File: config.mk
export PLATFORM = sky130hd
export DESIGN_NAME = mu_lsu_flat
export DESIGN_NICKNAME = d
export VERILOG_FILES = /design/src/rtl/mu_lsu_if.sv /design/src/rtl/mu_lsu.sv /design/src/flat_wrapper.sv
export SDC_FILE = /design/constraint.sdc
export NUM_CORES = 1
export LEC_CHECK = 0
export BUFFER_PORTS_ARGS = -buffer_cell sky130_fd_sc_hd__buf_2
export CAP_MARGIN = 25
export CELL_PAD_IN_SITES_DETAIL_PLACEMENT = 0
export CELL_PAD_IN_SITES_GLOBAL_PLACEMENT = 1
export CORE_MARGIN = 4
export CORE_UTILIZATION = 39
export CTS_BUF_LIST = sky130_fd_sc_hd__clkbuf_8
export CTS_CLUSTER_DIAMETER = 200
export DETAILED_ROUTE_END_ITERATION = 8
export PLACE_DENSITY_LB_ADDON = 0.1
export SLEW_MARGIN = 20
export SYNTH_ARGS = -nofsm -noshare
export SYNTH_HDL_FRONTEND = slang
export SYNTH_SLANG_ARGS = --single-unit
File: constraint.sdc
create_clock -name clk -period 3.35 [get_ports clk]
set_input_delay 0.67 -clock clk [delete_from_list [all_inputs] [get_ports clk]]
set_output_delay 0.67 -clock clk [all_outputs]
set_load 0.1 [all_outputs]
File: src/rtl/mu_lsu_if.sv
// rtl/mu_lsu_if.sv - request/response and RAM-side bus of the load/store unit
interface mu_lsu_if #(
  parameter int DATA_WIDTH = 32
);
  logic                  req_valid;
  logic                  req_ready;
  logic                  req_we;
  logic [1:0]            req_size;
  logic                  req_unsigned;
  logic [DATA_WIDTH-1:0] req_addr;
  logic [DATA_WIDTH-1:0] req_wdata;
  logic                  rsp_valid;
  logic [DATA_WIDTH-1:0] rsp_rdata;
  logic                  rsp_error;
  logic [DATA_WIDTH-1:0] mem_addr;
  logic [DATA_WIDTH-1:0] mem_wdata;
  logic                  mem_we;
  logic [DATA_WIDTH-1:0] mem_q;

  modport slave (
    input  req_valid, req_we, req_size, req_unsigned, req_addr, req_wdata, mem_q,
    output req_ready, rsp_valid, rsp_rdata, rsp_error, mem_addr, mem_wdata, mem_we
  );

  modport master (
    output req_valid, req_we, req_size, req_unsigned, req_addr, req_wdata, mem_q,
    input  req_ready, rsp_valid, rsp_rdata, rsp_error, mem_addr, mem_wdata, mem_we
  );
endinterface

File: src/rtl/mu_lsu.sv
// rtl/mu_lsu.sv - load/store unit for the multicycle MIPS data RAM
module mu_lsu #(
  parameter int                    DATA_WIDTH  = 32,
  parameter logic [DATA_WIDTH-1:0] BASE_ADDR   = 32'h10010000,
  parameter int                    DEPTH_WORDS = 64
) (
  input  logic     clk,
  input  logic     reset,
  mu_lsu_if.slave  bus
);

  typedef enum logic [1:0] {IDLE, RD, WR, RESP} state_t;

  localparam logic [DATA_WIDTH:0] ADDR_LO = {1'b0, BASE_ADDR};
  localparam logic [DATA_WIDTH:0] ADDR_HI = ADDR_LO + (DATA_WIDTH+1)'(4 * DEPTH_WORDS);

  state_t                state, state_nxt;
  logic                  r_we;
  logic [1:0]            r_size;
  logic                  r_unsigned;
  logic [1:0]            r_lane;
  logic [15:0]           r_wdata;
  logic [DATA_WIDTH-1:0] mem_addr_q, mem_wdata_q, rsp_rdata_q;
  logic                  rsp_error_q;

  logic                  accept, req_err, size_bad, align_bad, range_bad, word_store;
  logic [7:0]            lane_byte;
  logic [15:0]           lane_half;
  logic [DATA_WIDTH-1:0] ld_data, st_word;

  assign accept     = bus.req_valid && (state == IDLE);
  assign word_store = bus.req_we && (bus.req_size == 2'b10);

  // Errors are judged on the live request so an erroneous one never touches the RAM.
  assign size_bad  = (bus.req_size == 2'b11);
  assign align_bad = ((bus.req_size == 2'b01) && bus.req_addr[0]) ||
                     ((bus.req_size == 2'b10) && (bus.req_addr[1:0] != 2'b00));
  assign range_bad = ({1'b0, bus.req_addr} < ADDR_LO) || ({1'b0, bus.req_addr} >= ADDR_HI);
  assign req_err   = size_bad || align_bad || range_bad;

  assign bus.req_ready = (state == IDLE) && reset;
  assign bus.rsp_valid = (state == RESP) && reset;
  assign bus.mem_we    = (state == WR) && reset;
  assign bus.mem_addr  = mem_addr_q;
  assign bus.mem_wdata = mem_wdata_q;
  assign bus.rsp_rdata = rsp_rdata_q;
  assign bus.rsp_error = rsp_error_q;

  always_ff @(posedge clk) begin
    if (!reset) state <= IDLE;
    else        state <= state_nxt;
  end

  always_comb begin
    state_nxt = state;
    case (state)
      IDLE: begin
        if (accept) begin
          if (req_err)         state_nxt = RESP;
          else if (word_store) state_nxt = WR;
          else                 state_nxt = RD;
        end
      end
      RD:      state_nxt = r_we ? WR : RESP;
      WR:      state_nxt = RESP;
      RESP:    state_nxt = IDLE;
      default: state_nxt = IDLE;
    endcase
  end

  // Little-endian lane select on the word currently presented by the RAM.
  always_comb begin
    lane_byte = bus.mem_q[{r_lane, 3'b000} +: 8];
    lane_half = bus.mem_q[{r_lane[1], 4'b0000} +: 16];
    case (r_size)
      2'b00:   ld_data = r_unsigned ? {{(DATA_WIDTH-8){1'b0}}, lane_byte}
                                    : {{(DATA_WIDTH-8){lane_byte[7]}}, lane_byte};
      2'b01:   ld_data = r_unsigned ? {{(DATA_WIDTH-16){1'b0}}, lane_half}
                                    : {{(DATA_WIDTH-16){lane_half[15]}}, lane_half};
      default: ld_data = bus.mem_q;
    endcase
    st_word = bus.mem_q;
    if (r_size == 2'b00) st_word[{r_lane, 3'b000} +: 8]    = r_wdata[7:0];
    else                 st_word[{r_lane[1], 4'b0000} +: 16] = r_wdata;
  end

  always_ff @(posedge clk) begin
    if (!reset) begin
      r_we        <= 1'b0;
      r_size      <= 2'b00;
      r_unsigned  <= 1'b0;
      r_lane      <= 2'b00;
      r_wdata     <= '0;
      mem_addr_q  <= BASE_ADDR;
      mem_wdata_q <= '0;
      rsp_rdata_q <= '0;
      rsp_error_q <= 1'b0;
    end else begin
      case (state)
        IDLE: begin
          if (accept) begin
            r_we       <= bus.req_we;
            r_size     <= bus.req_size;
            r_unsigned <= bus.req_unsigned;
            r_lane     <= bus.req_addr[1:0];
            r_wdata    <= bus.req_wdata[15:0];
            mem_addr_q <= {bus.req_addr[DATA_WIDTH-1:2], 2'b00};
            if (req_err) begin
              rsp_error_q <= 1'b1;
              rsp_rdata_q <= '0;
            end else if (word_store) begin
              mem_wdata_q <= bus.req_wdata;
            end
          end
        end
        RD: begin
          if (r_we) begin
            mem_wdata_q <= st_word;
          end else begin
            rsp_rdata_q <= ld_data;
            rsp_error_q <= 1'b0;
          end
        end
        WR: begin
          rsp_rdata_q <= '0;
          rsp_error_q <= 1'b0;
        end
        default: ;
      endcase
    end
  end

endmodule

File: src/flat_wrapper.sv
// flat-port wrapper written by rule: the top's interface ports become plain ports
module mu_lsu_flat 
#(
  parameter int                    DATA_WIDTH  = 32,
  parameter logic [DATA_WIDTH-1:0] BASE_ADDR   = 32'h10010000,
  parameter int                    DEPTH_WORDS = 64
)
  (clk, reset, bus_req_valid, bus_req_we, bus_req_size, bus_req_unsigned, bus_req_addr, bus_req_wdata, bus_mem_q, bus_req_ready, bus_rsp_valid, bus_rsp_rdata, bus_rsp_error, bus_mem_addr, bus_mem_wdata, bus_mem_we);
  mu_lsu_if #(.DATA_WIDTH(DATA_WIDTH)) bus_i ();
  input  logic clk;
  input  logic reset;
  input wire logic [$bits(bus_i.req_valid)-1:0] bus_req_valid;
  input wire logic [$bits(bus_i.req_we)-1:0] bus_req_we;
  input wire logic [$bits(bus_i.req_size)-1:0] bus_req_size;
  input wire logic [$bits(bus_i.req_unsigned)-1:0] bus_req_unsigned;
  input wire logic [$bits(bus_i.req_addr)-1:0] bus_req_addr;
  input wire logic [$bits(bus_i.req_wdata)-1:0] bus_req_wdata;
  input wire logic [$bits(bus_i.mem_q)-1:0] bus_mem_q;
  output wire logic [$bits(bus_i.req_ready)-1:0] bus_req_ready;
  output wire logic [$bits(bus_i.rsp_valid)-1:0] bus_rsp_valid;
  output wire logic [$bits(bus_i.rsp_rdata)-1:0] bus_rsp_rdata;
  output wire logic [$bits(bus_i.rsp_error)-1:0] bus_rsp_error;
  output wire logic [$bits(bus_i.mem_addr)-1:0] bus_mem_addr;
  output wire logic [$bits(bus_i.mem_wdata)-1:0] bus_mem_wdata;
  output wire logic [$bits(bus_i.mem_we)-1:0] bus_mem_we;
  assign bus_i.req_valid = bus_req_valid;
  assign bus_i.req_we = bus_req_we;
  assign bus_i.req_size = bus_req_size;
  assign bus_i.req_unsigned = bus_req_unsigned;
  assign bus_i.req_addr = bus_req_addr;
  assign bus_i.req_wdata = bus_req_wdata;
  assign bus_i.mem_q = bus_mem_q;
  assign bus_req_ready = bus_i.req_ready;
  assign bus_rsp_valid = bus_i.rsp_valid;
  assign bus_rsp_rdata = bus_i.rsp_rdata;
  assign bus_rsp_error = bus_i.rsp_error;
  assign bus_mem_addr = bus_i.mem_addr;
  assign bus_mem_wdata = bus_i.mem_wdata;
  assign bus_mem_we = bus_i.mem_we;
  mu_lsu #(.DATA_WIDTH(DATA_WIDTH), .BASE_ADDR(BASE_ADDR), .DEPTH_WORDS(DEPTH_WORDS)) u_core (.clk(clk), .reset(reset), .bus(bus_i));
endmodule
; Yosys cells after proc, flatten, opt, wreduce, memory -nomap -nowiden
; Index checks and enable logic that the tools add are counted.
[word_totals]
word_cells = 76
output_inout_bits = 100
inputBits = 103
register_bits = 119
[classes]
n_shift = 6
n_mux = 24
reduce_logical = 19
magnitude_cmp = 2
n_eq_ne = 13
n_addsub = 2
[op_table]
columns = operator, count
row1 = $mux W32, 10
row2 = $pmux W32 S2, 2
row3 = $pmux W32 S3, 1
row4 = $bwmux W32, 2
row5 = $ge A32 B29 Y1 const B, 1
row6 = $lt A32 B29 Y1 const B, 1
row7 = $shift A16 B7 Y32 const A, 1
row8 = $shift A8 B7 Y32 const A, 1
row9 = $shiftx A16 B7 Y32, 1
row10 = $shiftx A32 B6 Y16, 1
row11 = $shiftx A32 B6 Y8, 1
row12 = $shiftx A8 B7 Y32, 1
row13 = $neg A5 Y7, 2
row14 = $eq A2 B2 Y1 const B, 4
row15 = $ne A2 B1 Y1 const B, 4
row16 = $pmux W2 S4, 1
row17 = $logic_and A1 B1 Y1, 7
row18 = $eq A2 B1 Y1 const B, 3
row19 = $mux W2, 3
row20 = $reduce_and A5 Y1, 1
row21 = $logic_not A2 Y1, 2
row22 = $logic_or A1 B1 Y1, 4
row23 = $mux W1, 4
row24 = $ne A2 B2 Y1 const B, 2
row25 = other kinds (5), 6

; Depth between registers and ports, before layout
; Gate-level depths: netlist of run 1.
[depth]
ltp_word = 8
ltp_mapped = 10
mapped_depth_nobuf = 7

; Worst setup path before layout of run 1
; Ideal clock, no wire load.
[synth_timing]
path_type = input to output
startpoint = input port reset
endpoint = output port bus_mem_we
stages = 3
arrival_time_ns = 1.971
slack_ns = 0.709
path_cell_list = clkbuf_1 > clkbuf_1 > and2_1
[synth_between]
elab_chain_cells = 1
[synth_rtl]
columns = element, line_no
row1 = "start, declared", flat_wrapper.sv:11  ; input logic reset;
row2 = $logic_and A1 B1 Y1, mu_lsu.sv:43  ; assign bus.mem_we = (state == WR) && reset;
row3 = "end, declared", flat_wrapper.sv:25  ; output wire logic [$bits(bus_i.mem_we)-1:0] bus_mem_we;
; Every way passes these cells.

; Worst setup path in the final report of run 1
[layout_timing]
startpoint = register u_core.r_lane[0]
endpoint = register u_core.mem_wdata_q[3], in the netlist u_core.bus.mem_wdata[3]
[layout_between]
elab_chain_cells = 6
elab_cells_between_ends = 7
classes_between = add/sub: 1 / shift: 2 / mux: 4
[layout_rtl]
columns = element, line_no
row1 = "start, declared", mu_lsu.sv:21  ; logic [1:0] r_lane;
row2 = "start signal, assigned", mu_lsu.sv:105  ; r_lane <= bus.req_addr[1:0];
row3 = $neg A5 Y7 (*), mu_lsu.sv:83  ; if (r_size == 2'b00) st_word[{r_lane, 3'b000} +: 8] = r_wdata[7:0];
row4 = $shiftx A8 B7 Y32 or $shift A8 B7 Y32 (tied branches), mu_lsu.sv:83
row5 = $bwmux W32 (*), mu_lsu.sv:83
row6 = $mux W32 (*), mu_lsu.sv:83
row7 = $mux W32 (*), mu_lsu.sv:117  ; if (r_we) begin
row8 = $pmux W32 S2 (*), mu_lsu.sv:99  ; case (state)
row9 = "end signal, assigned", mu_lsu.sv:112  ; mem_wdata_q <= bus.req_wdata;
row10 = "end signal, assigned", mu_lsu.sv:118  ; mem_wdata_q <= st_word;
row11 = "end, declared", mu_lsu.sv:23  ; logic [DATA_WIDTH-1:0] mem_addr_q, mem_wdata_q, rsp_rdata_q;
; Mark *: on every way between the ends. The rest lies on a longest branch, timed or not. The select of a mux whose other input is x is not followed.
; A chain may end at the register's enable or synchronous reset.

==> impl_metrics.prom, run 1 <==
# TYPE chip_impl_metric gauge
chip_impl_metric{name="cts_buffer_depth",unit=""} 2
chip_impl_metric{name="fp.dieW",unit="um"} 135
chip_impl_metric{name="yosys_warnings",unit=""} 0
chip_impl_metric{name="r2r_slack",unit="ns"} 0.87
chip_impl_metric{name="max_freq",unit="GHz"} 0.403
chip_impl_metric{name="layout.cell_area.non_filler",unit="mm^2"} 0.00783
chip_impl_metric{name="synth_sequential_area_ratio",unit="%"} 38.1
chip_impl_metric{name="post_cts_resize_count",unit=""} 0
chip_impl_metric{name="path_clk_slew",unit="ns"} 0.07
chip_impl_metric{name="utilization",unit="%"} 49.7
chip_impl_metric{name="dp_area",unit="mm^2"} 0.00733
chip_impl_info{name="top_layer_used",value="met5"} 1
chip_impl_metric{name="grt_max_degree",unit=""} 83
chip_impl_metric{name="cap_violations",unit=""} 0
chip_impl_info{name="critical_path_start",value="u_core.r_lane[0]"} 1
chip_impl_metric{name="critPathRequiredTime",unit="ns"} 3.73
chip_impl_metric{name="coreArea",unit="mm^2"} 0.0158
chip_impl_metric{name="global_route.overflow_total",unit=""} 0
chip_impl_metric{name="route.vias.total",unit=""} 6117
chip_impl_metric{name="final-hold-violation-count",unit=""} 0
chip_impl_info{name="criticalPathCategory",value="reg2reg"} 1
chip_impl_metric{name="fin_setup_tns",unit="ns"} 0
chip_impl_metric{name="grtUsageTotal",unit="%"} 22.4
chip_impl_info{name="synth_top_family_by_area",value="compound AO/OA/AOI/OAI gates"} 1
chip_impl_metric{name="fp.dieArea",unit="mm^2"} 0.0181
chip_impl_metric{name="route.met3.wl",unit="um"} 1680
chip_impl_metric{name="max_slew.worst_pin.slew",unit="ns"} 0.801
chip_impl_info{name="crit-reg2reg-launch",value="u_core.r_lane[0]"} 1
chip_impl_metric{name="timing.clock.skew",unit="ns"} 0.0114
chip_impl_metric{name="post-cts-setup-buffers",unit=""} 0
chip_impl_metric{name="route.detailed.wl_per_inst",unit="um"} 18.7
chip_impl_metric{name="drt-pass1-iter-count",unit=""} 5
chip_impl_metric{name="synth-edff-count",unit=""} 0
chip_impl_metric{name="synth-seq-cells",unit=""} 119
chip_impl_info{name="clk_root_buffer_cell",value="clkbuf_8"} 1
chip_impl_info{name="cp-end-kind",value="flop"} 1
chip_impl_metric{name="worstRegToRegCells",unit=""} 6
chip_impl_metric{name="final_min_period_over_clock_period",unit="%"} 74.0
chip_impl_info{name="whs_endpoint",value="u_core.bus.mem_addr[28]"} 1
chip_impl_metric{name="ant_diodes",unit=""} 0
chip_impl_metric{name="synthesis.area",unit="mm^2"} 0.00625
chip_impl_metric{name="antenna_left",unit=""} 0
chip_impl_metric{name="top_level_ports",unit=""} 203
chip_impl_metric{name="initialDrtViolationCount",unit=""} 367
chip_impl_metric{name="postSynthCellCount",unit=""} 714
chip_impl_metric{name="routabilityCongestion",unit=""} 0.878
chip_impl_info{name="hp-class",value="in2reg"} 1
chip_impl_metric{name="dp.final_hpwl",unit="um"} 15000
chip_impl_metric{name="maxSlewHeadroom",unit="%"} 46.6
chip_impl_info{name="timing.hold.worst.start",value="bus_req_addr[28]"} 1
chip_impl_info{name="tritoncts",value="done"} 1
chip_impl_metric{name="worst_skew_pair.late_latency",unit="ns"} 0.45
chip_impl_metric{name="final-setup-viol-count",unit=""} 0
chip_impl_metric{name="starting_utilization_of_the_core_area",unit="%"} 39.6
chip_impl_metric{name="die_height",unit="um"} 135
chip_impl_info{name="timing.critical_path.from_type",value="flop"} 1
chip_impl_info{name="synth-main-ff-cell",value="dfxtp_1"} 1
chip_impl_metric{name="final_period_minus_worst_setup_slack",unit="ns"} 2.48
chip_impl_metric{name="area_share_of_and_or_nand_nor_cells_after_synthesis",unit="%"} 16.2
chip_impl_metric{name="drc_errors",unit=""} 0
chip_impl_metric{name="global_route_wire_length_before_repair",unit="um"} 31800
chip_impl_metric{name="cts-hold-fix-buffers",unit=""} 0
chip_impl_metric{name="arrival",unit="ns"} 2.86
chip_impl_metric{name="biggest_fanout_along_the_worst_timing_path",unit=""} 10
chip_impl_metric{name="grt_pass1_vias",unit=""} 5807
chip_impl_metric{name="antenna_violations_before_repair",unit=""} 4
chip_impl_metric{name="syn2layout_area_growth",unit="%"} 25.4
chip_impl_metric{name="power_density",unit="mW/mm^2"} 904
chip_impl_metric{name="power.ir.vdd_worst",unit="mV"} 0.390
chip_impl_metric{name="synth_cell_type_count",unit=""} 54
chip_impl_metric{name="post_route_cells_drive_above_1_share",unit="%"} 31.8
chip_impl_metric{name="fp-row-count",unit=""} 46
chip_impl_metric{name="cts_inserted_buffers",unit=""} 17
chip_impl_metric{name="cts_htree_levels",unit=""} 4
chip_impl_metric{name="met2WireLength",unit="um"} 9430
chip_impl_metric{name="compound_gate_portion_of_the_synthesized_area",unit="%"} 28.1
chip_impl_metric{name="synth-xor-area-share",unit="%"} 0
chip_impl_metric{name="timing.final.max_slew_violations",unit=""} 0
chip_impl_info{name="status",value="completed"} 1
chip_impl_metric{name="post_synth.cell_area_avg",unit="um^2"} 8.75
chip_impl_metric{name="hold_path_cells",unit=""} 3
chip_impl_metric{name="synthMuxAreaShare",unit="%"} 10.3
chip_impl_metric{name="synth_async_sr_flop_share",unit="%"} 0
chip_impl_metric{name="post_synthesis_share_of_cell_area_spent_on_full_adders_half_adders_and_majority_gates",unit="%"} 1.80
chip_impl_metric{name="cts_sinks",unit=""} 119
chip_impl_metric{name="n_fill_cell",unit=""} 1579
chip_impl_metric{name="port_buffers",unit=""} 200
chip_impl_metric{name="nets",unit=""} 996
chip_impl_metric{name="viasPerCell",unit=""} 5.50
chip_impl_metric{name="p_leak",unit="nW"} 3.50
chip_impl_metric{name="postRouteWirelength",unit="um"} 20800
chip_impl_info{name="rsz0062_at_grt",value="false"} 1
chip_impl_info{name="r2r_end",value="u_core.bus.mem_wdata[3]"} 1
chip_impl_metric{name="route.layer.met1.wl",unit="um"} 8880
==> cells in the final DEF (no fill, tap or decap), types with 2 or more instances in the layout <==
master     Yosys  layout
buf_2          9     199
nand2_1      159     158
dfxtp_1      119     119
a21boi_0      50      50
mux2i_1       35      35
nand3_1       29      29
o21ai_0       26      26
o31ai_1       24      24
mux2_2        23      23
clkbuf_8       0      22
a21oi_1       21      21
a221oi_1      18      18
nor2_1        18      18
o2bb2ai_1     16      16
a221o_1       16      16
o211ai_1      16      16
buf_4          5      13
inv_1          9      12
ha_1           9       9
a2111oi_0      6       6
a31o_1         6       6
a222oi_1       6       6
bufinv_16      0       5
nand2b_1       4       4
o21ai_1        4       4
and2_1         4       3
nor4_2         3       3
o41ai_4        3       3
nor4b_2        2       2
nand2_2        1       2
conb_1         1       2
==> synth_stat cells, types with 2 or more instances <==
master       n  share of area [%]
a2111oi_0    6               0.84
a21boi_0    50                6.0
a21oi_1     21                1.7
a221o_1     16                2.6
a221oi_1    18                2.5
a222oi_1     6               0.96
a31o_1       6               0.84
and2_1       4               0.40
buf_1        2               0.12
buf_2        9               0.72
buf_4        5               0.60
buf_6        5               0.90
clkbuf_1    43                2.6
dfxtp_1    119                 38
ha_1         9                1.8
inv_1        9               0.54
mux2_2      23                4.1
mux2i_1     35                5.6
nand2_1    159                9.6
nand2b_1     4               0.40
nand3_1     29                2.3
nor2_1      18                1.1
nor4_2       3               0.60
nor4b_2      2               0.48
o211ai_1    16                1.9
o21ai_0     26                2.1
o21ai_1      4               0.32
o2bb2ai_1   16                2.2
o31ai_1     24                2.9
o41ai_4      3                1.3
==> final cells by class <==
class / count / area, um^2 / share of cell area [%]
multi-input cells: 523 / 3540 / 45.2
flip-flops and latches: 119 / 2380 / 30.4
repair buffers: 214 / 1130 / 14.4
clock buffers: 22 / 303 / 3.87
well taps: 216 / 270 / 3.45
clock inverters: 10 / 174 / 2.22
inverters: 9 / 33.8 / 0.431
==> kinds of logic (layout without fill, tap and decap cells) <==
group	after synthesis	after routing
flops	119	119
buf+inv	73	255
other cells	1	2
simple gates	228	228
mux	60	60
fa+ha+maj	9	9
compound gates	224	224
==> worst max-delay path by stage <==
stage,to,slack (ns),cells after the start
final,u_core.bus.mem_wdata[3],0.87,6
after global routing,u_core.bus.mem_wdata[18],0.67,7
after CTS,bus_req_ready,0.86,4
after detailed placement,u_core.bus.mem_wdata[21],0.70,7
after global placement,u_core.bus.mem_wdata[28],0.83,7
after floorplan,bus_mem_we,0.71,3
==> critical path: stages, from the launching register on <==
cell	delay [ns]
dfxtp_1	0.64
inv_1	0.21
ha_1	0.42
o41ai_4	0.59
a221o_1	0.25
o211ai_1	0.10
mux2i_1	0.18
==> registers in the layout, summed over array words and instances (netlist names) <==
register              count
u_core.bus.mem_addr      30
u_core.bus.mem_wdata     32
u_core.bus.rsp_error      1
u_core.bus.rsp_rdata     32
u_core.r_lane             2
u_core.r_size             2
u_core.r_unsigned         1
u_core.r_wdata           16
u_core.r_we               1
u_core.state              2
==> where the power goes <==
group / switching, mW / total [mW] / internal (mW)
Combinational: 2.81 / 3.65 / 0.841
Sequential: 0.185 / 1.86 / 1.68
Clock: 0.591 / 1.57 / 0.977
==> through the flow <==
step                worst slack, ns  instances  total power [mW]  hold slack (ns)
detailed placement            0.704       1079              5.53            0.449
global route                  0.666       1113              7.43            0.432
finish                        0.870       1113              7.08            0.447
CTS                           0.863       1111              7.11            0.420
global placement              0.828       1079              5.49            0.443
floorplan                     0.709        715              4.82            0.451
==> per-layer routing <==
layer  GRT usage [%]  vias up
met5               0        -
met4            9.39        8
met3            7.60       58
met2            35.1      243
met1            28.3     2856
li1                -     2952
Power figures use the tool's default switching activity.
==> run 2, diff against run 1 <==
Settings changed: ABC_AREA set to 1, CORE_UTILIZATION 39 to 37.
Clock period 3.35 ns to 2.45 ns, I/O delays scaled along.
==> impl_metrics.prom, run 2 <==
# TYPE chip_impl_metric gauge
chip_impl_metric{name="final_period_minus_worst_setup_slack",unit="ns"} 2.06
chip_impl_metric{name="final_min_period_over_clock_period",unit="%"} 84.0
chip_impl_metric{name="max_slew.worst_pin.slew",unit="ns"} 0.591
chip_impl_metric{name="worst_skew_pair.late_latency",unit="ns"} 0.45
chip_impl_info{name="layout.cells.most_common_list",value="nand2_1 (295), buf_2 (197), nor2_1 (163)"} 1
chip_impl_metric{name="nets",unit=""} 1406
chip_impl_metric{name="compound_gate_portion_of_the_synthesized_area",unit="%"} 21.3
chip_impl_metric{name="initialDrtViolationCount",unit=""} 507
chip_impl_metric{name="critPathRequiredTime",unit="ns"} 2.84
chip_impl_metric{name="post_synthesis_share_of_cell_area_spent_on_full_adders_half_adders_and_majority_gates",unit="%"} 1.59
chip_impl_metric{name="grt_pass1_vias",unit=""} 7278
chip_impl_metric{name="dp.final_hpwl",unit="um"} 18400
chip_impl_metric{name="cts_sinks",unit=""} 119
chip_impl_metric{name="synth_sequential_area_ratio",unit="%"} 33.7
chip_impl_metric{name="cts_inserted_buffers",unit=""} 17
chip_impl_metric{name="power_density",unit="mW/mm^2"} 1620
chip_impl_metric{name="viasPerCell",unit=""} 4.92
chip_impl_metric{name="n_fill_cell",unit=""} 2100
chip_impl_metric{name="final-setup-viol-count",unit=""} 0
chip_impl_info{name="hp-class",value="in2reg"} 1
chip_impl_metric{name="share_comb_of_total_power",unit="%"} 64.8
chip_impl_metric{name="fp.dieArea",unit="mm^2"} 0.0214
chip_impl_metric{name="synthMuxAreaShare",unit="%"} 0
chip_impl_metric{name="maxSlewHeadroom",unit="%"} 60.6
chip_impl_metric{name="cts_buffer_depth",unit=""} 2
chip_impl_metric{name="timing.clock.skew",unit="ns"} 0.0181
chip_impl_info{name="rsz0062_at_grt",value="false"} 1
chip_impl_metric{name="route.vias.total",unit=""} 7575
chip_impl_metric{name="path_clk_slew",unit="ns"} 0.09
chip_impl_metric{name="drt-pass1-iter-count",unit=""} 5
chip_impl_metric{name="drc_errors",unit=""} 0
chip_impl_metric{name="grt_max_degree",unit=""} 95
chip_impl_metric{name="antenna_left",unit=""} 0
chip_impl_metric{name="postSynthCellCount",unit=""} 1133
chip_impl_info{name="synth_top_family_by_area",value="simple AND/OR/NAND/NOR gates"} 1
chip_impl_metric{name="biggest_fanout_along_the_worst_timing_path",unit=""} 94
chip_impl_metric{name="p_sw_share",unit="%"} 59.8
chip_impl_metric{name="post-cts-setup-buffers",unit=""} 0
chip_impl_metric{name="timing.final.max_slew_violations",unit=""} 0
chip_impl_metric{name="cts_htree_levels",unit=""} 4
chip_impl_metric{name="antenna_violations_before_repair",unit=""} 1
chip_impl_metric{name="synth_cell_type_count",unit=""} 33
chip_impl_metric{name="power.share.clock",unit="%"} 14.7
chip_impl_info{name="tritoncts",value="done"} 1
chip_impl_metric{name="yosys_warnings",unit=""} 0
chip_impl_info{name="status",value="completed"} 1
chip_impl_metric{name="max_freq",unit="GHz"} 0.486
chip_impl_info{name="cp-end-kind",value="flop"} 1
chip_impl_metric{name="coreArea",unit="mm^2"} 0.0188
chip_impl_metric{name="port_buffers",unit=""} 200
chip_impl_metric{name="post_synth.cell_area_avg",unit="um^2"} 6.25
chip_impl_metric{name="netlist.area_leader.share",unit="%"} 33.7
chip_impl_metric{name="hold_path_cells",unit=""} 3
chip_impl_metric{name="power.ir.vdd_worst",unit="mV"} 0.885
chip_impl_metric{name="p_leak",unit="nW"} 4.20
chip_impl_metric{name="synthesis.area",unit="mm^2"} 0.00708
chip_impl_metric{name="synth_async_sr_flop_share",unit="%"} 0
chip_impl_metric{name="die_height",unit="um"} 146
chip_impl_metric{name="internal-power",unit="mW"} 5.67
chip_impl_info{name="clk_root_buffer_cell",value="clkbuf_8"} 1
chip_impl_metric{name="top_level_ports",unit=""} 203
chip_impl_metric{name="synth-xor-area-share",unit="%"} 0
chip_impl_metric{name="worstRegToRegCells",unit=""} 10
chip_impl_info{name="timing.critical_path.from_type",value="flop"} 1
chip_impl_info{name="synth-main-ff-cell",value="dfxtp_1"} 1
chip_impl_metric{name="global_route.overflow_total",unit=""} 0
chip_impl_metric{name="sequentialPowerShare",unit="%"} 20.6
chip_impl_info{name="criticalPathCategory",value="reg2reg"} 1
chip_impl_metric{name="arrival",unit="ns"} 2.45
chip_impl_metric{name="routabilityCongestion",unit=""} 0.947
chip_impl_metric{name="dpl.cell_count",unit=""} 1509
chip_impl_metric{name="global_route_wire_length_before_repair",unit="um"} 39100
chip_impl_metric{name="post_cts_resize_count",unit=""} 0
chip_impl_metric{name="synth-edff-count",unit=""} 0
chip_impl_metric{name="final-hold-violation-count",unit=""} 0
chip_impl_metric{name="starting_utilization_of_the_core_area",unit="%"} 37.7
chip_impl_info{name="post-synth-top-count-cell",value="nand2_1"} 1
chip_impl_metric{name="cap_violations",unit=""} 0
chip_impl_metric{name="sw_pwr",unit="mW"} 8.42
chip_impl_metric{name="syn2layout_area_growth",unit="%"} 22.7
chip_impl_metric{name="post_route_cells_drive_above_1_share",unit="%"} 23.6
chip_impl_metric{name="postRouteWirelength",unit="um"} 24600
chip_impl_metric{name="finalNonFillerCells",unit=""} 1541
chip_impl_metric{name="route.detailed.wl_per_inst",unit="um"} 15.9
chip_impl_info{name="layout_commonest_cell",value="nand2_1"} 1
chip_impl_metric{name="area_share_of_and_or_nand_nor_cells_after_synthesis",unit="%"} 32.8
chip_impl_metric{name="grtUsageTotal",unit="%"} 22.6
chip_impl_metric{name="fp.dieW",unit="um"} 146
chip_impl_metric{name="synth-seq-cells",unit=""} 119
chip_impl_metric{name="fin_setup_tns",unit="ns"} 0
chip_impl_metric{name="cts-hold-fix-buffers",unit=""} 0
chip_impl_info{name="netlist.top_cell.by_area",value="dfxtp_1"} 1
chip_impl_metric{name="fp-row-count",unit=""} 50
chip_impl_info{name="synth_top_cells_by_count",value="nand2_1 (295), nor2_1 (163), dfxtp_1 (119)"} 1
chip_impl_metric{name="ant_diodes",unit=""} 0
chip_impl_info{name="synth_top_cells_by_area",value="dfxtp_1 (34%), nand2_1 (16%), nor2_1 (8.6%)"} 1
==> run 2: cell count changes in the layout (fill, tap and decap cells not counted), sizes merged, moves of 24 or more <==
cell    previous run  this run
nor2              18       167
a21oi             21       100
o31ai             25         0
mux2i             36         0
a21boi            50        25
mux2              24         0
o21ai             31        92
nand2            160       312
inv               12        97
o22ai              1        32
==> run 2: per-stage QoR <==
| stage | cell area (um^2) | hold WS (ns) | utilization, % | total power [mW] | setup WS [ns] |
|---|---|---|---|---|---|
| 2_1_floorplan | 7080 | 0.439 | - | 10.4 | 0.291 |
| 3_3_place_gp | 8240 | 0.454 | 43.9 | 12.1 | 0.384 |
| 3_5_place_dp | 8240 | 0.458 | 43.9 | 12.1 | 0.346 |
| 4_1_cts | 8690 | 0.233 | 46.3 | 14.2 | 0.401 |
| 5_1_grt | 8690 | 0.244 | 46.3 | 15.1 | 0.161 |
| 6_report | 8690 | 0.263 | 46.3 | 14.1 | 0.392 |
==> run 2: layout make-up <==
type	count	area, um^2	share of cell area [%]
clock inverters	14	199	2.29
well taps	234	293	3.37
multi-input cells	840	3970	45.6
repair buffers	222	1250	14.4
inverters	94	353	4.06
clock buffers	18	248	2.85
flip-flops and latches	119	2380	27.4
==> run 2: cell families (layout without fill, tap and decap cells) <==
logic type,count (synthesis),after routing
and+or+nand+nor,559,559
AOI/OAI and AO/OA,270,270
buffers and inverters,175,348
DFF,119,119
adders and majority gates,9,9
other,1,2
==> run 2: worst paths after layout <==
| kind | endpoint | slack [ns] | startpoint |
|---|---|---|---|
| setup / recovery | u_core.bus.mem_wdata[16] | 0.39 | u_core.r_lane[1] |
| hold / removal | u_core.bus.mem_addr[16] | 0.26 | bus_req_addr[16] |
| setup reg to reg | u_core.bus.mem_wdata[16] | 0.39 | u_core.r_lane[1] |
| hold reg to reg | u_core.bus.rsp_rdata[0] | 0.46 | u_core.bus.rsp_rdata[0] |
==> run 2: critical path, cell delays in order, from the launching register on <==
cell	delay (ns)
dfxtp_2	0.36
buf_12	0.29
ha_1	0.24
nand3_1	0.30
o22ai_1	0.21
nand2_1	0.08
nand2_1	0.17
nand2_1	0.09
nand3_1	0.08
nand2_1	0.06
nor2_1	0.09
==> run 2: power by group through the flow <==
stage	combinational, mW	sequential, mW	clock (mW)
3_3_place_gp	9.12	2.94	0
2_1_floorplan	3.95	6.41	0
5_1_grt	9.87	2.98	2.21
6_report	9.13	2.90	2.07
4_1_cts	9.16	2.90	2.10
3_5_place_dp	9.14	2.94	0
==> run 2: layer usage <==
layer / GRT usage, % / vias to the layer above / wire length, um
li1: - / 3958 / -
met1: 31.7 / 3355 / 11800
met3: 4.75 / 27 / 1650
met4: 6.68 / 2 / 463
met5: 0 / - / 7
met2: 35.0 / 233 / 10600
